[src/rtl/ex_load_bypass_unit.sv]
// EX-slot operand holder that resolves load-use hazards by bypassing MEM load data into flagged operands.
// Optional stall-cycle counter is enabled by defining LOAD_STALL_COUNTER_EN.
module ex_load_bypass_unit #(
  parameter int XLEN  = 32,
  parameter int CNT_W = 16
) (
  input  logic             clk,
  input  logic             rst,
  input  logic             flush,
  input  logic             id_valid,
  output logic             id_ready,
  input  logic [1:0]       id_fwd,
  input  logic [XLEN-1:0]  id_rdata1,
  input  logic [XLEN-1:0]  id_rdata2,
  input  logic             mem_load_valid,
  input  logic [XLEN-1:0]  mem_load_data,
  output logic             ex_valid,
  input  logic             ex_ready,
  output logic [XLEN-1:0]  ex_op_a,
  output logic [XLEN-1:0]  ex_op_b,
  output logic             stall_out,
  output logic [CNT_W-1:0] stall_cycles
);

  typedef enum logic [1:0] {EMPTY, WAIT_LOAD, READY} state_t;

  state_t          state_q, state_d;
  logic [1:0]      flag_q, flag_d;
  logic [XLEN-1:0] op_a_q, op_a_d;
  logic [XLEN-1:0] op_b_q, op_b_d;
  logic            fire;
  logic            accept;

  // A flushed instruction is never offered to EX, so flush also masks ex_valid.
  always_comb begin
    ex_valid = 1'b0;
    ex_op_a  = op_a_q;
    ex_op_b  = op_b_q;
    case (state_q)
      WAIT_LOAD: begin
        ex_valid = mem_load_valid & ~flush;
        if (flag_q[0]) ex_op_a = mem_load_data;
        if (flag_q[1]) ex_op_b = mem_load_data;
      end
      READY:   ex_valid = ~flush;
      default: ;
    endcase
  end

  assign fire      = ex_valid & ex_ready;
  assign id_ready  = (state_q == EMPTY) | fire;
  assign stall_out = ~id_ready;
  assign accept    = id_valid & id_ready & ~flush;

  always_comb begin
    state_d = state_q;
    flag_d  = flag_q;
    op_a_d  = op_a_q;
    op_b_d  = op_b_q;
    if (flush) begin
      state_d = EMPTY;
      flag_d  = 2'b00;
    end else if (accept) begin
      op_a_d  = id_rdata1;
      op_b_d  = id_rdata2;
      flag_d  = id_fwd;
      state_d = (id_fwd != 2'b00) ? WAIT_LOAD : READY;
    end else if (fire) begin
      state_d = EMPTY;
      flag_d  = 2'b00;
    end else if (state_q == WAIT_LOAD && mem_load_valid) begin
      // EX is back-pressuring: keep the one-cycle load pulse in the operand regs.
      if (flag_q[0]) op_a_d = mem_load_data;
      if (flag_q[1]) op_b_d = mem_load_data;
      flag_d  = 2'b00;
      state_d = READY;
    end
  end

  always_ff @(posedge clk) begin
    if (rst) begin
      state_q <= EMPTY;
      flag_q  <= 2'b00;
      op_a_q  <= '0;
      op_b_q  <= '0;
    end else begin
      state_q <= state_d;
      flag_q  <= flag_d;
      op_a_q  <= op_a_d;
      op_b_q  <= op_b_d;
    end
  end

`ifdef LOAD_STALL_COUNTER_EN
  logic [CNT_W-1:0] cnt_q;

  // Saturating; only reset clears it so it accumulates across flushes.
  always_ff @(posedge clk) begin
    if (rst) begin
      cnt_q <= '0;
    end else if (state_q == WAIT_LOAD && !mem_load_valid && cnt_q != {CNT_W{1'b1}}) begin
      cnt_q <= cnt_q + {{(CNT_W-1){1'b0}}, 1'b1};
    end
  end

  assign stall_cycles = cnt_q;
`else
  assign stall_cycles = '0;
`endif

endmodule

[config.mk]
export PLATFORM = sky130hd
export DESIGN_NAME = ex_load_bypass_unit
export DESIGN_NICKNAME = d
export VERILOG_FILES = /design/src/rtl/ex_load_bypass_unit.sv
export SDC_FILE = /design/constraint.sdc
export NUM_CORES = 1
export LEC_CHECK = 0
export BUFFER_PORTS_ARGS = -buffer_cell sky130_fd_sc_hd__buf_2
export CORE_MARGIN = 2
export CORE_UTILIZATION = 50
export CTS_CLUSTER_DIAMETER = 120
export DETAILED_ROUTE_END_ITERATION = 10
export GPL_ROUTABILITY_DRIVEN = 0
export PLACE_DENSITY = 0.83
export SYNTH_ARGS = -nofsm -noshare
export SYNTH_HDL_FRONTEND = slang
export SYNTH_SLANG_ARGS = --single-unit
[constraint.sdc]
create_clock -name clk -period 2.2 [get_ports clk]
set_clock_uncertainty 0.15 [all_clocks]
set_input_delay 0.44 -clock clk [delete_from_list [all_inputs] [get_ports clk]]
set_output_delay 0.44 -clock clk [all_outputs]
set_load 0.01 [all_outputs]
Word level (Yosys, flattened, before mapping)
Cells that the tools add are included.
{"block": "word_totals", "regBits": 68, "output_inout_bits": 83, "input_bits": 104, "wordCells": 39}
{"block": "classes", "muxes": 18, "bitwise": 7, "eq_ne": 3, "reduce_logical": 7}
{"op": "2-to-1 mux 32 bit", "n": 10}
{"op": "2-to-1 mux 2 bit", "n": 7}
{"op": "bitwise AND 1 bit", "n": 4}
{"op": "nonzero test 2 bit", "n": 2}
{"op": "AND reduction 3 bit", "n": 1}
{"op": "nonzero test 3 bit", "n": 1}
{"op": "equality test 2 x 1 -> 1 bit, second input constant", "n": 1}
{"op": "equality test 2 bit, second input constant", "n": 1}
{"op": "logical NOT 2 bit", "n": 1}
{"op": "inequality test 2 x 1 -> 1 bit, second input constant", "n": 1}
{"op": "inverter 1 bit", "n": 2}
{"op": "case mux 1 bit (2 select lines)", "n": 1}
{"op": "OR reduction 2 bit", "n": 1}
{"op": "logical AND 1 bit", "n": 1}
{"op": "OR 1 bit", "n": 1}

Longest topological paths before layout
Gate-level depths: netlist of run 1.
{"block": "logic_depth", "word_depth": 9, "mapped_depth": 8, "ltp_nobuf": 6}

Least setup slack after synthesis of run 1
Ideal clock, no wire load.
{"block": "synth_path", "kind": "register -> output", "start": "register state_q[1]", "end": "output port stall_out", "setup_slack_ns": 0.239, "path_stages_with_launch": 7, "path_buffers": 0, "arrival_time_ns": 1.371, "path_cell_list": "dfxtp_1 inv_1 ha_1 a21oi_2 nor4bb_1 or2_2 inv_1"}
{"block": "synth_via", "elab_chain_len": 5, "elab_cells_between_ends": 7, "classes_between": "eq/ne (2); mux (1); bitwise (3); reduce/logical (1)"}
{"element": "start, declared", "line": "27", "source": "state_t state_q, state_d;"}
{"element": "start signal, assigned", "line": "87", "source": "state_q <= state_d;"}
{"element": "equality test 2 bit / equality test 2 x 1 -> 1 bit (equally long branches)", "line": "39", "source": "case (state_q)"}
{"element": "case mux 1 bit (2 select lines)", "line": "39"}
{"element": "bitwise AND 1 bit", "line": "50", "source": "assign fire = ex_valid & ex_ready;"}
{"element": "OR 1 bit *", "line": "51", "source": "assign id_ready = (state_q == EMPTY) | fire;"}
{"element": "via id_ready", "line": "11", "source": "output logic id_ready,"}
{"element": "inverter 1 bit *", "line": "52", "source": "assign stall_out = ~id_ready;"}
{"element": "end, declared", "line": "21", "source": "output logic stall_out,"}
Mark *: on every way through the listed nets, which the timed path passes. The rest lies on a longest branch.

Worst setup path in the final report of run 1
{"block": "layout_path", "start": "register state_q[1]", "end": "output port ex_op_a[3]"}
{"block": "layout_via", "elab_chain_len": 2}
{"element": "equality test 2 x 1 -> 1 bit", "line": "39"}
{"element": "2-to-1 mux 32 bit", "line": "39"}
{"element": "end, declared", "line": "19", "source": "output logic [XLEN-1:0] ex_op_a,"}
Every way passes these cells.

==> impl_metrics.json, run 1 <==
{
  "multiInputGateArea_um2": 3192,
  "yosys.area.top_type": "dfxtp_1",
  "clkLatencyLatePin_ns": 0.35,
  "avgSynthCellArea_um2": 9.650,
  "avgViaCountPerCell": 6.239,
  "path_class": "reg2out",
  "cellPowerDensity_nw_per_um2": 478.1,
  "startpoint": "state_q[1]$_SDFFE_PP0P_",
  "p_total_mw": 3.315,
  "synth-edff-count": 0,
  "worst_hold_path_type": "in2reg",
  "ff_latch_area_um2": 1369,
  "synth_top_cell_area_share_pct": 29.15,
  "drc_errors": 0,
  "final_nets": 766,
  "drtIter0Drc": 235,
  "fp.dieH_um": 100.7,
  "r2r_start": "state_q[1]$_SDFFE_PP0P_",
  "synthTopCellsByArea": "dfxtp_1 29%, mux2_2 15%, mux2i_1 14%",
  "synth.cell_area_um2": 4671,
  "root_buffer": "clkbuf_8",
  "drtPass1Iterations": 5,
  "crit_arrival_ns": 1.77,
  "dpl.cell_count": 733,
  "reg2reg_slack_ns": -0.12,
  "synth_cell_type_count": 31,
  "wire_per_inst_um": 21.16,
  "fillerInstances": 581,
  "cp-end-kind": "output pin",
  "syn2layout_area_growth_pct": 48.46,
  "final_cell_mix": "109 x buf_2, 66 x buf_6",
  "crit_chain": "inv_4 -> ha_4 -> nand2_8 -> clkbuf_16 -> mux2_4 -> buf_6",
  "crit_path_start_kind": "register",
  "die_w_um": 100.7,
  "globalRoute.totalOverflow": 0,
  "cp-endpoint": "ex_op_a[3]",
  "setup_viol": 131,
  "vias": 4835,
  "ys_seq_area_share_pct": 29.15,
  "slew_viol_final": 0,
  "status": "complete, but fails checks",
  "ys_warn_count": 0,
  "coreArea_um2": 9153,
  "max_slew_margin_pct": 57.15,
  "post-dp-hpwl_um": 8537,
  "final_common_cell": "buf_2",
  "peakVddDrop_v": 0.0003436,
  "clk_path_buf_depth": 2,
  "grt_pass1_wl_um": 21420,
  "cts_max_level": 3,
  "crit_fanout": 7,
  "worstMarginPinSlew_ns": 0.6427,
  "cts.sinks": 68,
  "max_stage_delay_ns": 0.37,
  "port_buffers": 170,
  "synth_cells": 484,
  "worst_ep_required_time_ns": 1.61,
  "first_global_vias": 4415,
  "grt_setup_unrepaired": "yes",
  "reg2reg_depth": 10,
  "numCtsBuffers": 9,
  "start_util_pct": 51.03,
  "ant_nets": 0,
  "fmax_ghz": 0.4238,
  "worst_slack_ns": -0.1594,
  "grt_max_degree": 73,
  "synthArstFlopShare_pct": 0,
  "drive_gt1_share_pct": 47.59,
  "design.die.area_um2": 10130,
  "layoutNonFillerInstCount": 775,
  "p_leak_nw": 3.675,
  "fin_crit_sh_pct": 107.2,
  "r2r_end": "op_b_q[19]$_SDFFE_PP0P_",
  "ys_ff_latch": 68,
  "rows": 35,
  "io_pins": 187,
  "violations": "negative setup slack",
  "grt_antenna_before_repair": 0,
  "grtUsageTotal_pct": 26.40,
  "cap_violations": 0,
  "cts_tree": "built",
  "cpMaxStageDelayCell": "dfxtp_4",
  "period_needed_ns": 2.359,
  "final_hold_viol_count": 0,
  "antennaDiodeCount": 0,
  "totalWireLength_um": 16400,
  "ys.flop_type": "dfxtp_1",
  "clk_pin_slew_worst_paths_ns": 0.08
}
[flip-flops by register name, summed over array words and instances, names as in the netlist]
| register | flops |
|---|---|
| op_b_q | 32 |
| flag_q | 2 |
| state_q | 2 |
| op_a_q | 32 |
[what timing repair did]
item | in CTS | in global routing
pin swaps | 6 | 25
hold buffers | 0 | 0
setup endpoints to repair | 66 | 132
gates cloned | 2 | 14
setup buffers | 7 | 5
gates resized for setup | 64 | 63
[Yosys cell counts (all sizes together) (2+ instances only)]
master / instances
dfxtp: 68
nor3: 65
a211o: 64
and3: 64
mux2: 64
mux2i: 64
buf: 43
clkbuf: 20
nand2: 5
inv: 4
ha: 3
nor2: 3
a32o: 2
[cell type report]
cell class | count | share of cell area, %
well taps | 111 | 2.003
clock inverters | 6 | 1.263
multi-input cells | 364 | 46.03
inverters | 4 | 0.2526
clock buffers | 10 | 1.985
flip-flops and latches | 68 | 19.74
repair buffers | 212 | 28.73
[cell families (layout without fill, tap and decap cells)]
family / after synthesis / after routing / share of synthesized area [%]
AO/OA/AOI/OAI: 73 / 73 / 14.17
multiplexers: 128 / 128 / 29.15
AND/OR/NAND/NOR: 144 / 144 / 17.87
flip-flops: 68 / 68 / 29.15
adder cells (fa/ha/maj): 3 / 3 / 0.8037
buffers and inverters: 67 / 232 / 8.786
other: 1 / 16 / 0.08029
[worst min path at each step]
stage,slack [ns],from,cells past startpoint,to
global placement,0.31,op_b_q[14]$_SDFFE_PP0P_,1,op_b_q[14]$_SDFFE_PP0P_
CTS,0.19,id_fwd[1],2,flag_q[1]$_SDFFE_PP0P_
detailed placement,0.32,op_a_q[30]$_SDFFE_PP0P_,1,op_a_q[30]$_SDFFE_PP0P_
global route,0.19,id_fwd[1],2,flag_q[1]$_SDFFE_PP0P_
finish,0.19,id_fwd[1],2,flag_q[1]$_SDFFE_PP0P_
floorplan,0.30,op_a_q[0]$_SDFFE_PP0P_,1,op_a_q[0]$_SDFFE_PP0P_
[power breakdown]
| part | internal, mW | switching [mW] | total (mW) |
|---|---|---|---|
| Clock | 0.667 | 0.519 | 1.19 |
| Combinational | 0.432 | 0.363 | 0.795 |
| Sequential | 1.29 | 0.0486 | 1.33 |
[through the flow]
stage	TNS, ns	hold WS, ns	util [%]	area, um^2	worst slack, ns
after global routing	-19.61	0.1903	75.76	6934	-0.1947
after global placement	0	0.3093	61.18	5599	0.1170
after floorplan	0	0.3019	-	4727	0.2394
final	-12.64	0.1924	75.76	6934	-0.1594
after detailed placement	0	0.3180	61.18	5599	0.08184
after CTS	-6.590	0.1861	68.49	6269	-0.1503
[per-layer routing]
metal,share of wire [%],GRT usage [%]
met5,0,0
met4,2.9,10.01
met3,7.8,3.953
met2,51,46.67
met1,38,32.21
[critical path, delay by kind of cell, from the launching register on]
family,cells,cell delay [ns]
adders and majority gates,1,0.23
and+or+nand+nor,1,0.11
muxes,1,0.31
buffers and inverters,3,0.38
DFF,1,0.37
No activity file was read; power rests on OpenSTA's default activity.
==> run 2, diff against run 1 <==
--- a/config.mk
+++ b/config.mk
@@ -7,11 +7,13 @@
 export LEC_CHECK = 0
 export BUFFER_PORTS_ARGS = -buffer_cell sky130_fd_sc_hd__buf_2
 export CORE_MARGIN = 2
-export CORE_UTILIZATION = 50
+export CORE_UTILIZATION = 40
 export CTS_CLUSTER_DIAMETER = 120
 export DETAILED_ROUTE_END_ITERATION = 10
 export GPL_ROUTABILITY_DRIVEN = 0
-export PLACE_DENSITY = 0.83
+export HOLD_SLACK_MARGIN = 0.15
+export PLACE_DENSITY = 0.69
+export SETUP_SLACK_MARGIN = 0.15
 export SYNTH_ARGS = -nofsm -noshare
 export SYNTH_HDL_FRONTEND = slang
 export SYNTH_SLANG_ARGS = --single-unit
==> run 2 against run 1 <==
  * The flow still finishes with violations (negative setup slack)
  * Die area up 24%
  * Critical path depth is 6 higher
  * Hold slack better by 0.035 ns
  * Combinational power up 17%
  * Sequential power is essentially flat
  * First-iteration DRC count rose by 49%
  * Routed wire length is 8.6% higher
  * Count of clock-buffer cells in the layout did not move
  * Register-to-register slack got worse by 0.04 ns
  * Clock power increased by 32%
  * Largest power group is now the clock network
==> impl_metrics.json, run 2 (same netlist as run 1, synthesis figures left out) <==
{
  "worst_ep_required_time_ns": 2.28,
  "cts.sinks": 68,
  "path_class": "reg2reg",
  "first_global_vias": 4427,
  "cellPowerDensity_nw_per_um2": 496.6,
  "drtIter0Drc": 350,
  "ant_nets": 0,
  "worstMarginPinSlew_ns": 0.6623,
  "pre_cts_slack_ns": -0.03003,
  "wire_per_inst_um": 21.46,
  "vias": 4877,
  "p_total_mw": 3.838,
  "grt_setup_unrepaired": "yes",
  "coreArea_um2": 11420,
  "postPlaceCellArea_um2": 5655,
  "cap_violations": 0,
  "fin_crit_sh_pct": 107.1,
  "status": "complete, but fails checks",
  "grtUsageTotal_pct": 22.86,
  "fillerInstances": 830,
  "port_buffers": 170,
  "cp-end-kind": "register",
  "fp.dieH_um": 112.1,
  "root_buffer": "clkbuf_16",
  "hold_buffers": 0,
  "grt_pass1_wl_um": 23040,
  "io_pins": 187,
  "worst_hold_path_type": "in2reg",
  "avgViaCountPerCell": 5.876,
  "crit_fanout": 5,
  "violations": "negative setup slack",
  "r2r_start": "state_q[1]$_SDFFE_PP0P_",
  "max_slew_margin_pct": 55.85,
  "final_hold_viol_count": 0,
  "peakVddDrop_v": 0.0003179,
  "clkLatencyLatePin_ns": 0.34,
  "drive_gt1_share_pct": 51.60,
  "finalCoreUtilization_pct": 67.69,
  "crit_arrival_ns": 2.43,
  "cts_max_level": 3,
  "design_area_um2": 7729,
  "drc_errors": 0,
  "finalSetupTns_ns": -13.26,
  "die_w_um": 112.1,
  "p_leak_nw": 4.030,
  "setup_viol": 131,
  "start_util_pct": 40.91,
  "clk_path_buf_depth": 2,
  "grt_max_degree": 38,
  "final_cell_mix": "105 x buf_2, 76 x buf_6, 64 x mux2i_1, 64 x a211o_1, 64 x dfxtp_1",
  "cts_tree": "built",
  "design.die.area_um2": 12560,
  "layoutNonFillerInstCount": 830,
  "startpoint": "state_q[1]$_SDFFE_PP0P_",
  "drtPass1Iterations": 8,
  "post-dp-hpwl_um": 8586,
  "clk_pin_slew_worst_paths_ns": 0.06,
  "worst_slack_ns": -0.1552,
  "grt_antenna_before_repair": 1,
  "final_nets": 788,
  "reg_top3": "op_a_q: 32 flops, op_b_q: 32 flops",
  "slew_viol_final": 0,
  "numCtsBuffers": 9,
  "holdWs_ns": 0.2269,
  "final_common_cell": "buf_2",
  "dpl.cell_count": 769,
  "rows": 39,
  "syn2layout_area_growth_pct": 65.47,
  "fmax_ghz": 0.4246,
  "crit_path_start_kind": "register",
  "period_needed_ns": 2.355,
  "globalRoute.totalOverflow": 0,
  "hold_start": "id_fwd[0]",
  "totalWireLength_um": 17810
}
[run 2: cell types whose count changed in the layout (fill, tap and decap cells not counted), sizes merged]
cell      delta
clkinv       +1
buf         +18
clkinvlp     -1
clkbuf       +4
diode        +1
[run 2: what timing repair did]
item / 4_1_cts / 5_1_grt
endpoints found under the setup margin: 131 / 135
buffers inserted: 11 / 3
hold endpoints to repair: 0 / 0
pin swaps: 10 / 56
gates cloned: 9 / 21
gates resized for setup: 102 / 89
[run 2: final timing paths]
path	to	slack (ns)	depth (start not counted)
hold reg to reg	op_b_q[10]$_SDFFE_PP0P_	0.34	1
setup / recovery	op_b_q[4]$_SDFFE_PP0P_	-0.16	12
setup reg to reg	op_b_q[4]$_SDFFE_PP0P_	-0.16	12
hold / removal	flag_q[0]$_SDFFE_PP0P_	0.23	2
[run 2: area by class of cell]
cell class                      count  area (um^2)  share of cell area [%]
Multi-Input combinational cell    364         3383                   43.78
Clock inverter                      6        88.84                   1.149
Sequential cell                    68         1369                   17.71
Antenna cell                        1        2.502                 0.03238
Inverter                            4        15.01                  0.1943
Timing Repair Buffer              234         2462                   31.86
Tap cell                          143        178.9                   2.315
Clock buffer                       10        229.0                   2.963
[run 2: worst max-delay path, cell delays in order, from the launching register on]
cell       delay [ns]
dfxtp_2          0.33
inv_2            0.08
ha_4             0.22
buf_6            0.13
a21oi_4          0.06
buf_6            0.12
buf_6            0.11
o21ai_4          0.19
buf_6            0.13
o22ai_4          0.12
buf_12           0.18
clkbuf_16        0.15
a211o_1          0.26
[run 2: layer usage]
layer / vias up / wire [um] / part of all wire (%) / track usage (%)
met5: - / 0 / 0 / 0
met2: 237 / 9173 / 52 / 39.27
met4: 0 / 342 / 1.9 / 8.943
met3: 23 / 1077 / 6.0 / 4.050
met1: 2407 / 7216 / 41 / 28.62
li1: 2210 / - / - / -
[run 2: report_power, final]
part | internal (mW) | total, mW | leakage, nW | switching [mW]
clock network | 0.993 | 1.57 | 0.149 | 0.581
logic | 0.527 | 0.930 | 3.33 | 0.403
registers | 1.29 | 1.33 | 0.555 | 0.0471
total | 2.81 | 3.84 | 4.03 | 1.03
